### src/rtl/pps_pkg.sv
// pps_pkg: shared definitions for the PPS generator and receiver.
//   pps_state_e      - run-control FSM states
//   PPS_TRIM_W       - width of the signed per-period trim
//   pps_phase_width  - phase counter width for a given clock frequency,
//                      with headroom for a +127 cycle trimmed period
package pps_pkg;

    typedef enum logic {
        StIdle,
        StRun
    } pps_state_e;

    localparam int unsigned PPS_TRIM_W = 8;

    function automatic int unsigned pps_phase_width(input int unsigned freq);
        return $clog2(freq + 128);
    endfunction

endpackage

### src/rtl/pps_period_counter.sv
// pps_period_counter: phase counter for the PPS generator.
// Counts 0..period-1 while count_i is high and holds phase 0 otherwise.
// align_i loads a clamped phase and takes priority over the wrap.
// Optional feature macro: PPS_GENERATOR_TRIM_EN adds the trim handshake
// and a one-period variable wrap point.
//
// Ports:
//   clk_i, rst_i      - clock, synchronous active-high reset
//   count_i           - run and advance the phase; low clears phase and trim
//   align_i           - load align_phase_i (clamped to ClockFreq-1)
//   align_phase_i     - phase value for align_i
//   trim_valid_i      - trim offer
//   trim_value_i      - signed trim, applied to one whole period
//   trim_ready_o      - trim accept (0 when trim is not built)
//   phase_o           - registered phase
//   phase_d_o         - next phase, for registered output decode
//   wrap_o            - a period ends this cycle (not set when align wins)
module pps_period_counter
    import pps_pkg::*;
#(
    parameter int unsigned ClockFreq = 125000000,
    localparam int unsigned PW = pps_phase_width(ClockFreq)
) (
    input  logic                  clk_i,
    input  logic                  rst_i,
    input  logic                  count_i,
    input  logic                  align_i,
    input  logic [PW-1:0]         align_phase_i,
    input  logic                  trim_valid_i,
    input  logic [PPS_TRIM_W-1:0] trim_value_i,
    output logic                  trim_ready_o,
    output logic [PW-1:0]         phase_o,
    output logic [PW-1:0]         phase_d_o,
    output logic                  wrap_o
);

    localparam logic [PW-1:0] Freq   = PW'(ClockFreq);
    localparam logic [PW-1:0] FreqM1 = PW'(ClockFreq - 1);

    logic [PW-1:0] phase_q, phase_d;
    logic [PW-1:0] wrap_at;
    logic [PW-1:0] align_clamped;
    logic          wrap;

`ifdef PPS_GENERATOR_TRIM_EN
    // One value register is enough: trim_ready stays low from the transfer
    // until the trimmed period ends, so no second trim can arrive meanwhile.
    logic                  trim_ready_q, trim_ready_d;
    logic                  trim_pend_q, trim_pend_d;
    logic                  trim_arm_q, trim_arm_d;
    logic [PPS_TRIM_W-1:0] trim_val_q, trim_val_d;

    assign wrap_at = trim_arm_q
        ? FreqM1 + {{(PW-PPS_TRIM_W){trim_val_q[PPS_TRIM_W-1]}}, trim_val_q}
        : FreqM1;
    assign trim_ready_o = trim_ready_q;

    always_comb begin
        trim_ready_d = trim_ready_q;
        trim_pend_d  = trim_pend_q;
        trim_arm_d   = trim_arm_q;
        trim_val_d   = trim_val_q;
        if (!count_i) begin
            trim_ready_d = 1'b1;
            trim_pend_d  = 1'b0;
            trim_arm_d   = 1'b0;
        end else begin
            if (trim_valid_i && trim_ready_q) begin
                trim_val_d   = trim_value_i;
                trim_pend_d  = 1'b1;
                trim_ready_d = 1'b0;
            end
            if (wrap) begin
                if (trim_arm_q) begin
                    trim_arm_d   = 1'b0;
                    trim_ready_d = 1'b1;
                end
                if (trim_pend_q) begin
                    trim_pend_d = 1'b0;
                    trim_arm_d  = 1'b1;
                end
            end
        end
    end

    always_ff @(posedge clk_i) begin
        if (rst_i) begin
            trim_ready_q <= 1'b1;
            trim_pend_q  <= 1'b0;
            trim_arm_q   <= 1'b0;
            trim_val_q   <= '0;
        end else begin
            trim_ready_q <= trim_ready_d;
            trim_pend_q  <= trim_pend_d;
            trim_arm_q   <= trim_arm_d;
            trim_val_q   <= trim_val_d;
        end
    end
`else
    logic unused_trim;
    assign unused_trim  = ^{trim_valid_i, trim_value_i};
    assign wrap_at      = FreqM1;
    assign trim_ready_o = 1'b0;
`endif

    assign align_clamped = (align_phase_i >= Freq) ? FreqM1 : align_phase_i;

    always_comb begin
        phase_d = '0;
        wrap    = 1'b0;
        if (count_i) begin
            if (align_i) begin
                phase_d = align_clamped;
            // >= so an align beyond a shortened period still wraps next cycle
            end else if (phase_q >= wrap_at) begin
                wrap = 1'b1;
            end else begin
                phase_d = phase_q + PW'(1);
            end
        end
    end

    always_ff @(posedge clk_i) begin
        if (rst_i) begin
            phase_q <= '0;
        end else begin
            phase_q <= phase_d;
        end
    end

    assign phase_o   = phase_q;
    assign phase_d_o = phase_d;
    assign wrap_o    = wrap;

endmodule

### src/rtl/pps_generator.sv
// pps_generator: local 1PPS pulse generator in the clk domain.
// Optional feature macro: PPS_GENERATOR_TRIM_EN (per-period trim handshake).
//
// Ports:
//   clk, rst      - clock, synchronous active-high reset
//   enable        - run request (level)
//   align         - load align_phase into the phase counter (RUN only)
//   align_phase   - phase to load, clamped to C_CLOCK_FREQUENCY-1
//   trim_valid    - trim offer; trim_value is signed cycles for one period
//   trim_ready    - trim accept (tied 0 without the trim feature)
//   pps_out       - high while phase < C_PULSE_WIDTH
//   pps_tick      - one-cycle strobe at phase 0
//   pps_phase     - current phase
//   pps_seconds   - completed seconds since entering RUN
//   pps_active    - high while running
module pps_generator
    import pps_pkg::*;
#(
    parameter int unsigned C_CLOCK_FREQUENCY = 125000000,
    parameter int unsigned C_PULSE_WIDTH     = 12500000,
    localparam int unsigned PW = pps_phase_width(C_CLOCK_FREQUENCY)
) (
    input  logic                  clk,
    input  logic                  rst,
    input  logic                  enable,
    input  logic                  align,
    input  logic [PW-1:0]         align_phase,
    input  logic                  trim_valid,
    input  logic [PPS_TRIM_W-1:0] trim_value,
    output logic                  trim_ready,
    output logic                  pps_out,
    output logic                  pps_tick,
    output logic [PW-1:0]         pps_phase,
    output logic [31:0]           pps_seconds,
    output logic                  pps_active
);

    pps_state_e    state_q, state_d;
    logic [31:0]   seconds_q, seconds_d;
    logic          pps_out_q, pps_out_d;
    logic          pps_tick_q, pps_tick_d;
    logic          active_q, active_d;
    logic          count;
    logic          wrap;
    logic [PW-1:0] phase_next;

    // The entry cycle does not count: it only zeroes the phase.
    assign count = (state_q == StRun) && enable;

    pps_period_counter #(
        .ClockFreq (C_CLOCK_FREQUENCY)
    ) u_period_counter (
        .clk_i         (clk),
        .rst_i         (rst),
        .count_i       (count),
        .align_i       (align),
        .align_phase_i (align_phase),
        .trim_valid_i  (trim_valid),
        .trim_value_i  (trim_value),
        .trim_ready_o  (trim_ready),
        .phase_o       (pps_phase),
        .phase_d_o     (phase_next),
        .wrap_o        (wrap)
    );

    always_comb begin
        state_d   = enable ? StRun : StIdle;
        seconds_d = seconds_q;
        if ((state_q == StIdle) && enable) begin
            seconds_d = '0;
        end else if (wrap) begin
            seconds_d = seconds_q + 32'd1;
        end
        // Decode from the next phase so the registered outputs line up with pps_phase.
        active_d   = (state_d == StRun);
        pps_tick_d = active_d && (phase_next == '0);
        pps_out_d  = active_d && (phase_next < PW'(C_PULSE_WIDTH));
    end

    always_ff @(posedge clk) begin
        if (rst) begin
            state_q    <= StIdle;
            seconds_q  <= '0;
            pps_out_q  <= 1'b0;
            pps_tick_q <= 1'b0;
            active_q   <= 1'b0;
        end else begin
            state_q    <= state_d;
            seconds_q  <= seconds_d;
            pps_out_q  <= pps_out_d;
            pps_tick_q <= pps_tick_d;
            active_q   <= active_d;
        end
    end

    assign pps_out     = pps_out_q;
    assign pps_tick    = pps_tick_q;
    assign pps_seconds = seconds_q;
    assign pps_active  = active_q;

endmodule

### config.mk
export PLATFORM = sky130hd
export DESIGN_NAME = pps_generator
export DESIGN_NICKNAME = d
export VERILOG_FILES = /design/src/rtl/pps_pkg.sv /design/src/rtl/pps_period_counter.sv /design/src/rtl/pps_generator.sv
export SDC_FILE = /design/constraint.sdc
export NUM_CORES = 1
export LEC_CHECK = 0
export BUFFER_PORTS_ARGS = -buffer_cell sky130_fd_sc_hd__buf_2
export CELL_PAD_IN_SITES_DETAIL_PLACEMENT = 0
export CELL_PAD_IN_SITES_GLOBAL_PLACEMENT = 1
export CORE_MARGIN = 2
export CORE_UTILIZATION = 35
export CTS_CLUSTER_DIAMETER = 150
export DETAILED_ROUTE_END_ITERATION = 16
export GPL_ROUTABILITY_DRIVEN = 1
export GPL_TIMING_DRIVEN = 1
export PLACE_DENSITY_LB_ADDON = 0.12
export SYNTH_ARGS = -nofsm -noshare
export SYNTH_HDL_FRONTEND = slang
export SYNTH_HIERARCHICAL = 1
export SYNTH_SLANG_ARGS = --single-unit
### constraint.sdc
create_clock -name clk -period 3.1 [get_ports clk]
set_input_delay 0.155 -clock clk [delete_from_list [all_inputs] [get_ports clk]]
set_output_delay 0.155 -clock clk [all_outputs]
set_load 0.02 [all_outputs]
# Yosys cells after proc, flatten, opt, wreduce, memory -nomap -nowiden
# Index checks and enable logic that the tools add are counted.
# classes
add_sub_neg	2
magnitude_cmp	3
n_mux	8
bitwise	1
n_reduce_logical	6
# ops
cell	n
$mux W27	4
$ge A27 B27 Y1 const B	2
$add A32 B1 Y32 const B	1
$add A27 B1 Y27 const B	1
$logic_not A27 Y1	1
$lt A27 B24 Y1 const B	1
$logic_and A1 B1 Y1	4
$mux W1	4
$reduce_or A2 Y1	1
$not A1 Y1	1
# word_totals
regBits	62
input_bits	40
out_inout_bits	63

# Depth between registers and ports, before layout
# Gate-level depths: netlist (run 1).
# depth
word_depth	6
depth_mapped	14
ltp_nobuf	10

# By module
# The synthesis (run 1) kept the hierarchy.
# modules_own_cells
module	instances	cells_per_inst	area_per_inst_um2	seq_area_each_um2
pps_period_counter	1	266	2144.6	540.5
pps_generator	1	209	1729.2	700.7

# Worst setup path before layout (run 1)
# No wires, ideal clock.
# synth_path
path_kind	register to register
from	register u_period_counter.phase_q[0] (netlist: u_period_counter/phase_o[0])
to	register seconds_q[30] (netlist: pps_seconds[30])
setup_time_ns	0.115
t_arrival_ns	2.973
t_required_ns	2.985
setup_slack_ns	0.012
stages_incl_launch_ff	15
n_path_buf	4
synth_period_minus_slack_ns	3.088
cell_sequence	dfxtp_1 ha_1 buf_6 a21oi_1 o21ai_0 nand4_1 nand2_1 and3_1 buf_2 nand3_1 or3_1 clkbuf_1 clkbuf_1 o31a_1 o21a_1
# synth_between
elab_chain_cells	4
# synth_lines
item	line_no	source
start: declaration	pps_period_counter.sv:40	logic [PW-1:0] phase_q, phase_d;
start signal: assignment	pps_period_counter.sv:127	phase_q <= phase_d;
$ge A27 B27 Y1	pps_period_counter.sv:115	end else if (phase_q >= wrap_at) begin
$mux W1	pps_period_counter.sv:115	
$mux W1	pps_period_counter.sv:112	if (align_i) begin
$mux W1	pps_period_counter.sv:111	if (count_i) begin
net wrap	pps_generator.sv:44	logic wrap;
end signal: assignment	pps_generator.sv:89	seconds_q <= seconds_d;
end: declaration	pps_generator.sv:39	logic [31:0] seconds_q, seconds_d;
# The timed path passes the listed nets, and every way through them passes these cells.
# A chain may end at the register's enable or synchronous reset.

# Worst setup path in the final report (run 1)
# layout_path
from	register u_period_counter.phase_q[0] (netlist: u_period_counter/phase_o[0])
to	register seconds_q[31] (netlist: pps_seconds[31])
# The elaborated chain is that of the path after synthesis.

==> metrics.txt, run 1 <==
TritonCTS clock tree yes; initial antenna violation count 0; worst skew pair latency roughly 0.36 ns; Setup Skew approximately 0.011 ns; Starting Density 35.73%; clock share of power a little under half; RSZ-0062 raised after global routing false; Post-Place Cells 699; routed len/inst about 17 um; drt first pass iters 5; headroom to the max-slew limit ~30%; DRC errors left 0; critical path buffer and inverter count 1; CTS H-Tree Depth 3; Crit path max-delay family simple AND/OR/NAND/NOR gates; clk buf depth 2; cells after synthesis roughly 480; Post-synth ARST share 0%; Syn Nets a little over 500; clk sinks a little over 60; final setup fails 0; CP max stage cell or4_1; Pins Over Slew Limit 0; ant diodes 0; vias in the first global route approximately 3700; CTS root buf clkbuf_8; final WL about 12000 um; Post-synth EDFFs 0; Die Wd approximately 110 um; pre-CTS WS between 0.15 and 0.2 ns; min setup slack post-route approximately 0.23 ns; Sequential Area around 0.0012 mm2; die area 0.01193 mm2; Post-DRT Antenna Nets 0; Slew @ Worst Pin ~1.1 ns; TNS Setup 0 ns; switching share of power between 20% and 30%; Hold Path Class in2reg; area leader, netlist dfxtp_1; Internal Power about 0.0013 W; Worst path max stage delay between 0.5 and 0.6 ns; Most used DFF post-synth dfxtp_1; multi-input logic area about 0.0024 mm2; minimum clock period after layout 2.871 ns; critical path peak fanout 6; vias post-DR 4037; grt ovf 0; total power 0.001758 W; Clk pin slew, worst setup/hold paths roughly 0.070 ns; I/O Buffers a little over 90; clock buffer count from CTS 9; status complete, no violations; filler instances about 1200; Area growth, synth to finish 21.77%; Ys Warns 6; Die Y 109.2 um; CORE AREA ~0.011 mm2; library cells used by synthesis 62; synthesized area 0.003874 mm2; wire length of the first global-routing pass around 20000 um; DR iter-0 viols ~260; Mean Syn Cell Area about 8 um2; share of cells above drive strength 1 25.22%; P_leak around 1.7 nW; Fmax between 0.3 and 0.4 GHz; Detail Placement HPWL about 9000 um; worst-path cell chain ha_1 -> a21oi_1 -> o21ai_1 -> buf_4 -> nand4_1 -> nand2_1 -> and3_1 -> nand4_1 -> or4_1 -> or4_1 -> a21oi_1; FP Rows 38; Max-Cap Viols 0; Layout Cells excl Fill 715; total track usage 21.46%; Worst Setup Start Kind register; Tcrit/Tclk final 92.62%; # hold bufs at CTS 0; area fraction of the dominant cell type after synthesis between 30% and 40%; Comb power frac between 8 and 9%; VDD IR max ~0.21 mV; GP Congestion 0.8556; crit path capture type register; Arr. time, crit path around 3.2 ns; Final Hold Vio Count 0; final layout net count 612; sequential share of power around 46%; critical path type reg2reg; Top-Level Pins ~100; vias per cell 5.646; Worst EP required between 3 and 4 ns; pwr/cell area 372.8 mW/mm2; switching pwr approximately 0.00043 W; largest net degree at the start of global routing 31; Hold Slack just under 0.05 ns; ranking of synthesized cells by area dfxtp_1, xnor2_1, nor3_1; post-synthesis sequential area ratio between 30% and 40%; Seq cells post-synth 62
==> placed cells by master (no fill, tap or decap), drive strengths merged, types with 3 or more instances in the layout <==
cell type / Yosys / routed
or4: 19 / 19
xnor2: 23 / 23
o41ai: 5 / 5
inv: 13 / 13
dfxtp: 62 / 62
o31ai: 11 / 11
or3: 11 / 11
a21oi: 23 / 23
nand2b: 13 / 13
nand4b: 3 / 3
xor2: 9 / 9
nand4: 19 / 19
nand2: 33 / 33
o21a: 4 / 4
buf: 14 / 113
o21ai: 18 / 18
nor4: 15 / 15
o2bb2ai: 4 / 4
and3: 4 / 4
and4: 8 / 8
nand3: 27 / 27
o32ai: 12 / 12
nor2: 31 / 31
clkbuf: 14 / 12
o22ai: 13 / 13
nor3: 29 / 29
or2: 4 / 4
nor3b: 12 / 12
==> layer usage <==
metal | vias up | GRT usage, % | part of all wire, %
met4 | 0 | 7.866 | 1.5
met1 | 1912 | 30.79 | 50
met5 | - | 0 | 0
li1 | 1994 | - | -
met2 | 116 | 30.83 | 42
met3 | 15 | 5.320 | 6.3
==> power by group through the flow <==
stage	sequential [W]	combinational, W	clock, W
after global placement	0.000828	0.000148	0
after detailed placement	0.000828	0.000149	0
after global routing	0.000811	0.000163	0.000861
final	0.000810	0.000150	0.000798
after floorplan	0.000836	0.0000783	0
after CTS	0.000810	0.000150	0.000822
==> sequential cells by signal (all words and copies together) (netlist names) <==
register / flops
pps_out: 1
pps_seconds: 32
u_period_counter/phase_o: 27
pps_tick: 1
pps_active: 1
==> worst min-delay path, cell delays in order <==
cell and delay, ns:
buf_2 0.11, nand2_1 0.05, o21ai_1 0.05
==> worst paths after layout <==
kind / startpoint / to / slack [ns] / cells after the start
worst min register to register: pps_seconds[31]$_SDFFE_PP0P_ / pps_seconds[31]$_SDFFE_PP0P_ / 0.50 / 2
worst max register to register: u_period_counter/phase_o[0]$_SDFF_PP0_ / pps_seconds[31]$_SDFFE_PP0P_ / 0.23 / 11
worst min-delay path: align_phase[24] / u_period_counter/phase_o[24]$_SDFF_PP0_ / 0.05 / 3
worst max-delay path: u_period_counter/phase_o[0]$_SDFF_PP0_ / pps_seconds[31]$_SDFFE_PP0P_ / 0.23 / 11
==> through the flow <==
step / cell area (um2) / util (%)
global route: 4717 / 43.51
CTS: 4707 / 43.42
detailed placement: 4492 / 41.44
floorplan: 3874 / -
global placement: 4492 / 41.44
finish: 4717 / 43.51
==> Yosys cell counts, types with 3 or more instances <==
master,count
o21ai_0,13
dfxtp_1,62
and3_1,4
nor2_1,31
o22ai_1,13
a21oi_1,22
nand4b_1,3
inv_1,12
o32ai_1,12
buf_4,5
xnor2_1,23
o21a_1,4
and4_1,7
o2bb2ai_1,4
o31ai_1,11
buf_2,5
clkbuf_1,12
nand4_4,3
nand3_1,27
nor3_1,28
xor2_1,9
or3_1,11
o41ai_1,5
nand4_1,14
nand2b_1,13
o21ai_1,5
nand2_1,31
or4_1,18
nor4_1,13
nor3b_1,12
==> cell families (layout without fill, tap and decap cells) <==
family	after synthesis	after routing	synth area share [%]
and+or+nand+nor	233	233	35.85
AOI/OAI and AO/OA	101	101	17.83
DFF	62	62	32.04
buffers and inverters	42	142	5.782
xor gates and xnor gates	32	32	7.235
adders and majority gates	2	2	0.6459
muxes	2	2	0.5168
other	1	1	0.09681
==> repair_timing <==
action | CTS | global route
endpoints found under the setup margin | 0 | 15
setup buffers | 0 | 0
resized for setup | 0 | 3
==> layout make-up <==
| type | instances | share of cell area, % |
|---|---|---|
| Multi-Input combinational cell | 371 | 51.27 |
| Sequential cell | 62 | 26.31 |
| Timing Repair Buffer | 113 | 13.10 |
| Tap cell | 140 | 3.714 |
| Clock buffer | 12 | 3.077 |
| Clock inverter | 4 | 1.485 |
| Inverter | 13 | 1.034 |
No activity file was read; power rests on OpenSTA's default activity.
==> run 2, diff against run 1 <==
--- a/config.mk
+++ b/config.mk
@@ -14,6 +14,7 @@
 export DETAILED_ROUTE_END_ITERATION = 16
 export GPL_ROUTABILITY_DRIVEN = 1
 export GPL_TIMING_DRIVEN = 1
+export MAX_ROUTING_LAYER = met4
 export PLACE_DENSITY_LB_ADDON = 0.12
 export SYNTH_ARGS = -nofsm -noshare
 export SYNTH_HDL_FRONTEND = slang
==> run 2 against run 1 <==
Against the previous run: critical path type unchanged; largest cell class unchanged; sequential power barely moved; setup slack better by 0.0046 ns; wire length about the same.
==> metrics.txt, run 2 (synthesis results as in run 1) <==
worst skew pair latency 0.35 ns (about the same); P_leak 1.720 nW (unchanged); I/O Buffers 92 (unchanged); DR iter-0 viols 251 (-4.6%); vias post-DR 4038 (+0.025%); Internal Power 0.001333 W (about the same); Final Hold Vio Count 0 (unchanged); initial antenna violation count 0 (unchanged); final WL 12400 um (about the same); switching pwr 0.0004244 W (-0.31%); critical path type reg2reg; commonest cells after routing, fill and taps aside buf_2, dfxtp_1, nor2_1, nand2_1, nor3_1; CORE AREA 0.01084 mm2 (unchanged); Worst Setup Start Kind register; TNS Setup 0 ns (unchanged); vias per cell 5.648 (about the same); Max-Cap Viols 0 (unchanged); met2 WL post-DR 5236 um (-0.29%); max reg flops 32 (unchanged); Setup Skew 0.01320 ns (+0.002597 ns); WL met1 6224 um (+0.70%); Die Wd 109.2 um (unchanged); Top-Level Pins 103 (unchanged); Worst EP required 3.37 ns (about the same); dpl cell area 0.004492 mm2 (unchanged); switching share of power 24.15% (-0.059 points); die area 0.01193 mm2 (unchanged); clock share of power 45.3% (about the same); Fmax 0.3488 GHz (+0.16%); Clk pin slew, worst setup/hold paths 0.07 ns (about the same); total track usage 22.06% (+0.60 points); RSZ-0062 raised after global routing false; CTS root buf clkbuf_8; share of cells above drive strength 1 25.22% (unchanged); final layout net count 612 (unchanged); Detail Placement HPWL 9223 um (unchanged); ant diodes 0 (unchanged); Arr. time, crit path 3.14 ns (about the same); TritonCTS clock tree yes; final setup fails 0 (unchanged); commonest non-fill, non-tap cell in the layout buf_2; routed len/inst 17.35 um (about the same); Slew @ Worst Pin 1.059 ns (+0.003148 ns); Area growth, synth to finish 21.77% (unchanged); Tcrit/Tclk final 92.48% (-0.15 points); Final Instance Area 0.004717 mm2 (unchanged); Hold Slack 0.05305 ns (+0.004650 ns); Starting Density 35.73% (unchanged); pwr/cell area 372.5 mW/mm2 (about the same); met3 WL 805 um (+2.8%); Pins Over Slew Limit 0 (unchanged); clk buf depth 2 (unchanged); DRC errors left 0 (unchanged); Comb power frac 8.6% (about the same); Post-CTS Setup Inserts 0 (unchanged); clock buffer count from CTS 9 (unchanged); drt first pass iters 7 (+2); CTS H-Tree Depth 3 (unchanged); largest net degree at the start of global routing 31 (unchanged); GP Congestion 0.8692 (+1.6%); Post-DRT Antenna Nets 0 (unchanged); sequential share of power 46.1% (about the same); Die Y 109.2 um (unchanged); minimum clock period after layout 2.867 ns (-0.004552 ns); critical path peak fanout 6 (unchanged); headroom to the max-slew limit 29.37% (-0.21 points); grt ovf 0 (unchanged); crit path capture type register; wire length of the first global-routing pass 19510 um (-0.11%); status complete, no violations; FP Rows 38 (unchanged); clk sinks 62 (unchanged); vias in the first global route 3697 (-0.24%); Final Core Density 43.51% (unchanged); Hold Path Class in2reg; post-cts gate resize count 0 (unchanged); VDD IR max 0.2116 mV (-0.18%); top layer in use met4; # hold bufs at CTS 0 (unchanged)
==> run 2: cell counts in the layout (fill, tap and decap cells not counted) <==
Identical to the previous run, type by type.
==> run 2: through the flow <==
stage / instances / power, W / worst slack (ns)
2_1_floorplan: 475 / 0.0009147 / 0.01236
3_3_place_gp: 699 / 0.0009765 / 0.2442
3_5_place_dp: 699 / 0.0009776 / 0.1590
4_1_cts: 715 / 0.001782 / 0.1252
5_1_grt: 715 / 0.001833 / 0.009858
6_report: 715 / 0.001757 / 0.2332
==> run 2: worst max-delay path: stages (launching register included) <==
cell and delay, ns:
dfxtp_1 0.43, ha_1 0.21, a21oi_1 0.06, o21ai_1 0.17, buf_4 0.14, nand4_1 0.09, nand2_1 0.07, and3_1 0.23
nand4_1 0.24, or4_1 0.59, or4_1 0.41, a21oi_1 0.14
==> run 2: power groups by stage <==
stage | Combinational (W) | Clock (W) | Sequential [W]
2_1_floorplan | 0.0000783 | 0 | 0.000836
3_3_place_gp | 0.000148 | 0 | 0.000828
3_5_place_dp | 0.000149 | 0 | 0.000828
4_1_cts | 0.000150 | 0.000822 | 0.000810
5_1_grt | 0.000163 | 0.000859 | 0.000811
6_report | 0.000150 | 0.000797 | 0.000810
==> run 2: layer usage <==
| metal | up-vias | global-route usage (%) |
|---|---|---|
| met1 | 1905 | 30.86 |
| met5 | - | - |
| met2 | 125 | 30.88 |
| met3 | 10 | 4.363 |
| li1 | 1998 | - |
| met4 | 0 | 8.951 |
==> run 2: final cells by class <==
class                   instances  area, um2
repair buffers                113      618.1
multi-input cells             371       2419
clock buffers                  12      145.1
well taps                     140      175.2
clock inverters                 4      70.07
inverters                      13      48.80
fillers                      1156       6123
flip-flops and latches         62       1241
==> run 2: final timing paths <==
kind | start | end | slack, ns | depth (start not counted)
worst max register to register | u_period_counter/phase_o[0]$_SDFF_PP0_ | pps_seconds[31]$_SDFFE_PP0P_ | 0.23 | 11
worst max-delay path | u_period_counter/phase_o[0]$_SDFF_PP0_ | pps_seconds[31]$_SDFFE_PP0P_ | 0.23 | 11
worst min register to register | pps_seconds[31]$_SDFFE_PP0P_ | pps_seconds[31]$_SDFFE_PP0P_ | 0.50 | 2
worst min-delay path | align_phase[24] | u_period_counter/phase_o[24]$_SDFF_PP0_ | 0.05 | 3
==> run 3, diff against run 2 <==
--- a/config.mk
+++ b/config.mk
@@ -15,7 +15,8 @@
 export GPL_ROUTABILITY_DRIVEN = 1
 export GPL_TIMING_DRIVEN = 1
 export MAX_ROUTING_LAYER = met4
-export PLACE_DENSITY_LB_ADDON = 0.12
+export PLACE_DENSITY_LB_ADDON = 0.1
+export SLEW_MARGIN = 30
 export SYNTH_ARGS = -nofsm -noshare
 export SYNTH_HDL_FRONTEND = slang
 export SYNTH_HIERARCHICAL = 1
==> run 3 against run 2 <==
Against the previous run: clock skew hardly changed; first-iteration DRC count is 4.8% lower; sequential power hardly changed; sequential share of layout area is 0.054 points higher; maximum frequency is 3.0% lower; combinational power hardly changed; critical path depth is 2 lower; non-clock buffer count is 2 lower; critical endpoint unchanged.
==> metrics.txt, run 3 (synthesis results as in run 1) <==
status complete, no violations; clk sinks 62 (unchanged); P_leak 1.709 nW (-0.62%); total power 0.001778 W (+1.2%); largest net degree at the start of global routing 31 (unchanged); Clk pin slew, worst setup/hold paths 0.07 ns (about the same); Max-Cap Viols 0 (unchanged); Arr. time, crit path 3.24 ns (+0.10 ns); Post-CTS Setup Inserts 0 (unchanged); pwr/cell area 377.4 mW/mm2 (+1.3%); CORE AREA 0.01084 mm2 (unchanged); clk buf depth 2 (unchanged); critical path peak fanout 6 (unchanged); CP endpoint pps_seconds[31]$_SDFFE_PP0P_; headroom to the max-slew limit 44.27% (+15 points); die area 0.01193 mm2 (unchanged); FP Rows 38 (unchanged); Detail Placement HPWL 9319 um (+1.0%); Pins Over Slew Limit 0 (unchanged); Tcrit/Tclk final 95.38% (+2.9 points); Final Instance Area 0.004712 mm2 (-0.11%); Worst Setup Start Kind register; Die Y 109.2 um (unchanged); wire length of the first global-routing pass 19140 um (-1.9%); minimum clock period after layout 2.957 ns (+0.08999 ns); dpl cell area 0.004478 mm2 (-0.31%); Slew @ Worst Pin 0.8329 ns (-0.2266 ns); Final Hold Vio Count 0 (unchanged); RSZ-0062 raised after global routing false; grt ovf 0 (unchanged); Die Wd 109.2 um (unchanged); FF-to-FF Start u_period_counter/phase_o[12]$_SDFF_PP0_; TNS Setup 0 ns (unchanged); max reg flops 32 (unchanged); critical path type reg2reg; Hold Path Class in2reg; I/O Buffers 92 (unchanged); final setup fails 0 (unchanged); Starting Density 35.73% (unchanged); GP Congestion 0.9055 (+4.2%); worst skew pair latency 0.35 ns (about the same); total track usage 21.67% (-0.40 points); commonest non-fill, non-tap cell in the layout buf_2; Fmax 0.3382 GHz (-3.0%); clock buffer count from CTS 9 (unchanged); critical path launch point u_period_counter/phase_o[12]$_SDFF_PP0_; DR iter-0 viols 239 (-4.8%); crit path capture type register; share of cells above drive strength 1 25.35% (+0.13 points); Hold Slack 0.05466 ns (+0.001609 ns); final WL 12330 um (-0.56%); CTS H-Tree Depth 3 (unchanged); drt first pass iters 4 (-3); commonest cells after routing, fill and taps aside buf_2, dfxtp_1, nor2_1, nand2_1, nor3_1; vias in the first global route 3664 (-0.89%); final layout net count 610 (-0.33%); VDD IR max 0.1433 mV (-32%); ant diodes 0 (unchanged); Setup Skew 0.01287 ns (-0.0003278 ns); CTS root buf clkbuf_8; min setup slack post-route 0.1432 ns (-0.08999 ns); Worst EP required 3.38 ns (about the same); vias post-DR 4026 (-0.30%); pre-CTS WS 0.03652 ns (-0.1225 ns); cell count of the worst hold path 3 (unchanged); FF-to-FF End pps_seconds[31]$_SDFFE_PP0P_; routed len/inst 17.32 um (-0.15%); TritonCTS clock tree yes; Area growth, synth to finish 21.64%; vias per cell 5.654 (+0.12%); R2R cell count 9 (-2); Top-Level Pins 103 (unchanged); DRC errors left 0 (unchanged); reg-to-reg slack, setup 0.14 ns (-0.09 ns); Post-DRT Antenna Nets 0 (unchanged); initial antenna violation count 0 (unchanged); filler instances 1142 (-1.2%)
-- run 3: worst min-delay path by stage --
stage,startpoint,to
final,align_phase[24],u_period_counter/phase_o[24]$_SDFF_PP0_
after global routing,align_phase[24],u_period_counter/phase_o[24]$_SDFF_PP0_
after CTS,align_phase[24],u_period_counter/phase_o[24]$_SDFF_PP0_
after detailed placement,align_phase[24],u_period_counter/phase_o[24]$_SDFF_PP0_
after global placement,align_phase[24],u_period_counter/phase_o[24]$_SDFF_PP0_
after floorplan,rst,pps_active$_SDFF_PP0_
-- run 3: layout make-up --
type                       count  area [um2]  area share, %
timing repair buffer         111       603.1          12.80
clock inverter                 3       67.56          1.434
sequential                    62        1242          26.37
clock buffer                  12       155.1          3.293
inverter                      13       48.80          1.036
tap                          140       175.2          3.717
multi-input combinational    371        2420          51.35
-- run 3: metal layers --
metal | part of all wire, % | vias up | global-route usage, %
met1 | 50 | 1875 | 30.74
met4 | 2.5 | 0 | 9.855
met2 | 42 | 138 | 29.86
met3 | 6.1 | 25 | 3.527
li1 | - | 1988 | -
met5 | 0 | - | -
-- run 3: timing repair --
item / 4_1_cts / 5_1_grt
resized for setup: 0 / 4
hold endpoints to repair: 0 / 0
endpoints found under the setup margin: 0 / 17
hold buffers: 0 / 0
-- run 3: metrics by stage --
step           cells  utilization [%]
2_1_floorplan    475                -
3_3_place_gp     697            41.30
3_5_place_dp     697            41.31
4_1_cts          712            43.36
5_1_grt          712            43.47
6_report         712            43.47
-- run 3: critical path, stage by stage (launching register included) --
cell     delay (ns)
dfxtp_1        0.42
nand2_2        0.13
nor4_1         0.38
nand4_1        0.19
nand2_1        0.08
and3_1         0.26
nand4_1        0.27
or4_1          0.60
or4_1          0.41
a21oi_1        0.14
-- run 3: report_power, final --
part / internal [W] / switching (W) / leakage, nW / total (W)
clock network: 0.000493 / 0.000323 / 0.109 / 0.000816
registers: 0.000803 / 0.00000694 / 0.501 / 0.000810
logic: 0.0000573 / 0.0000950 / 1.10 / 0.000152
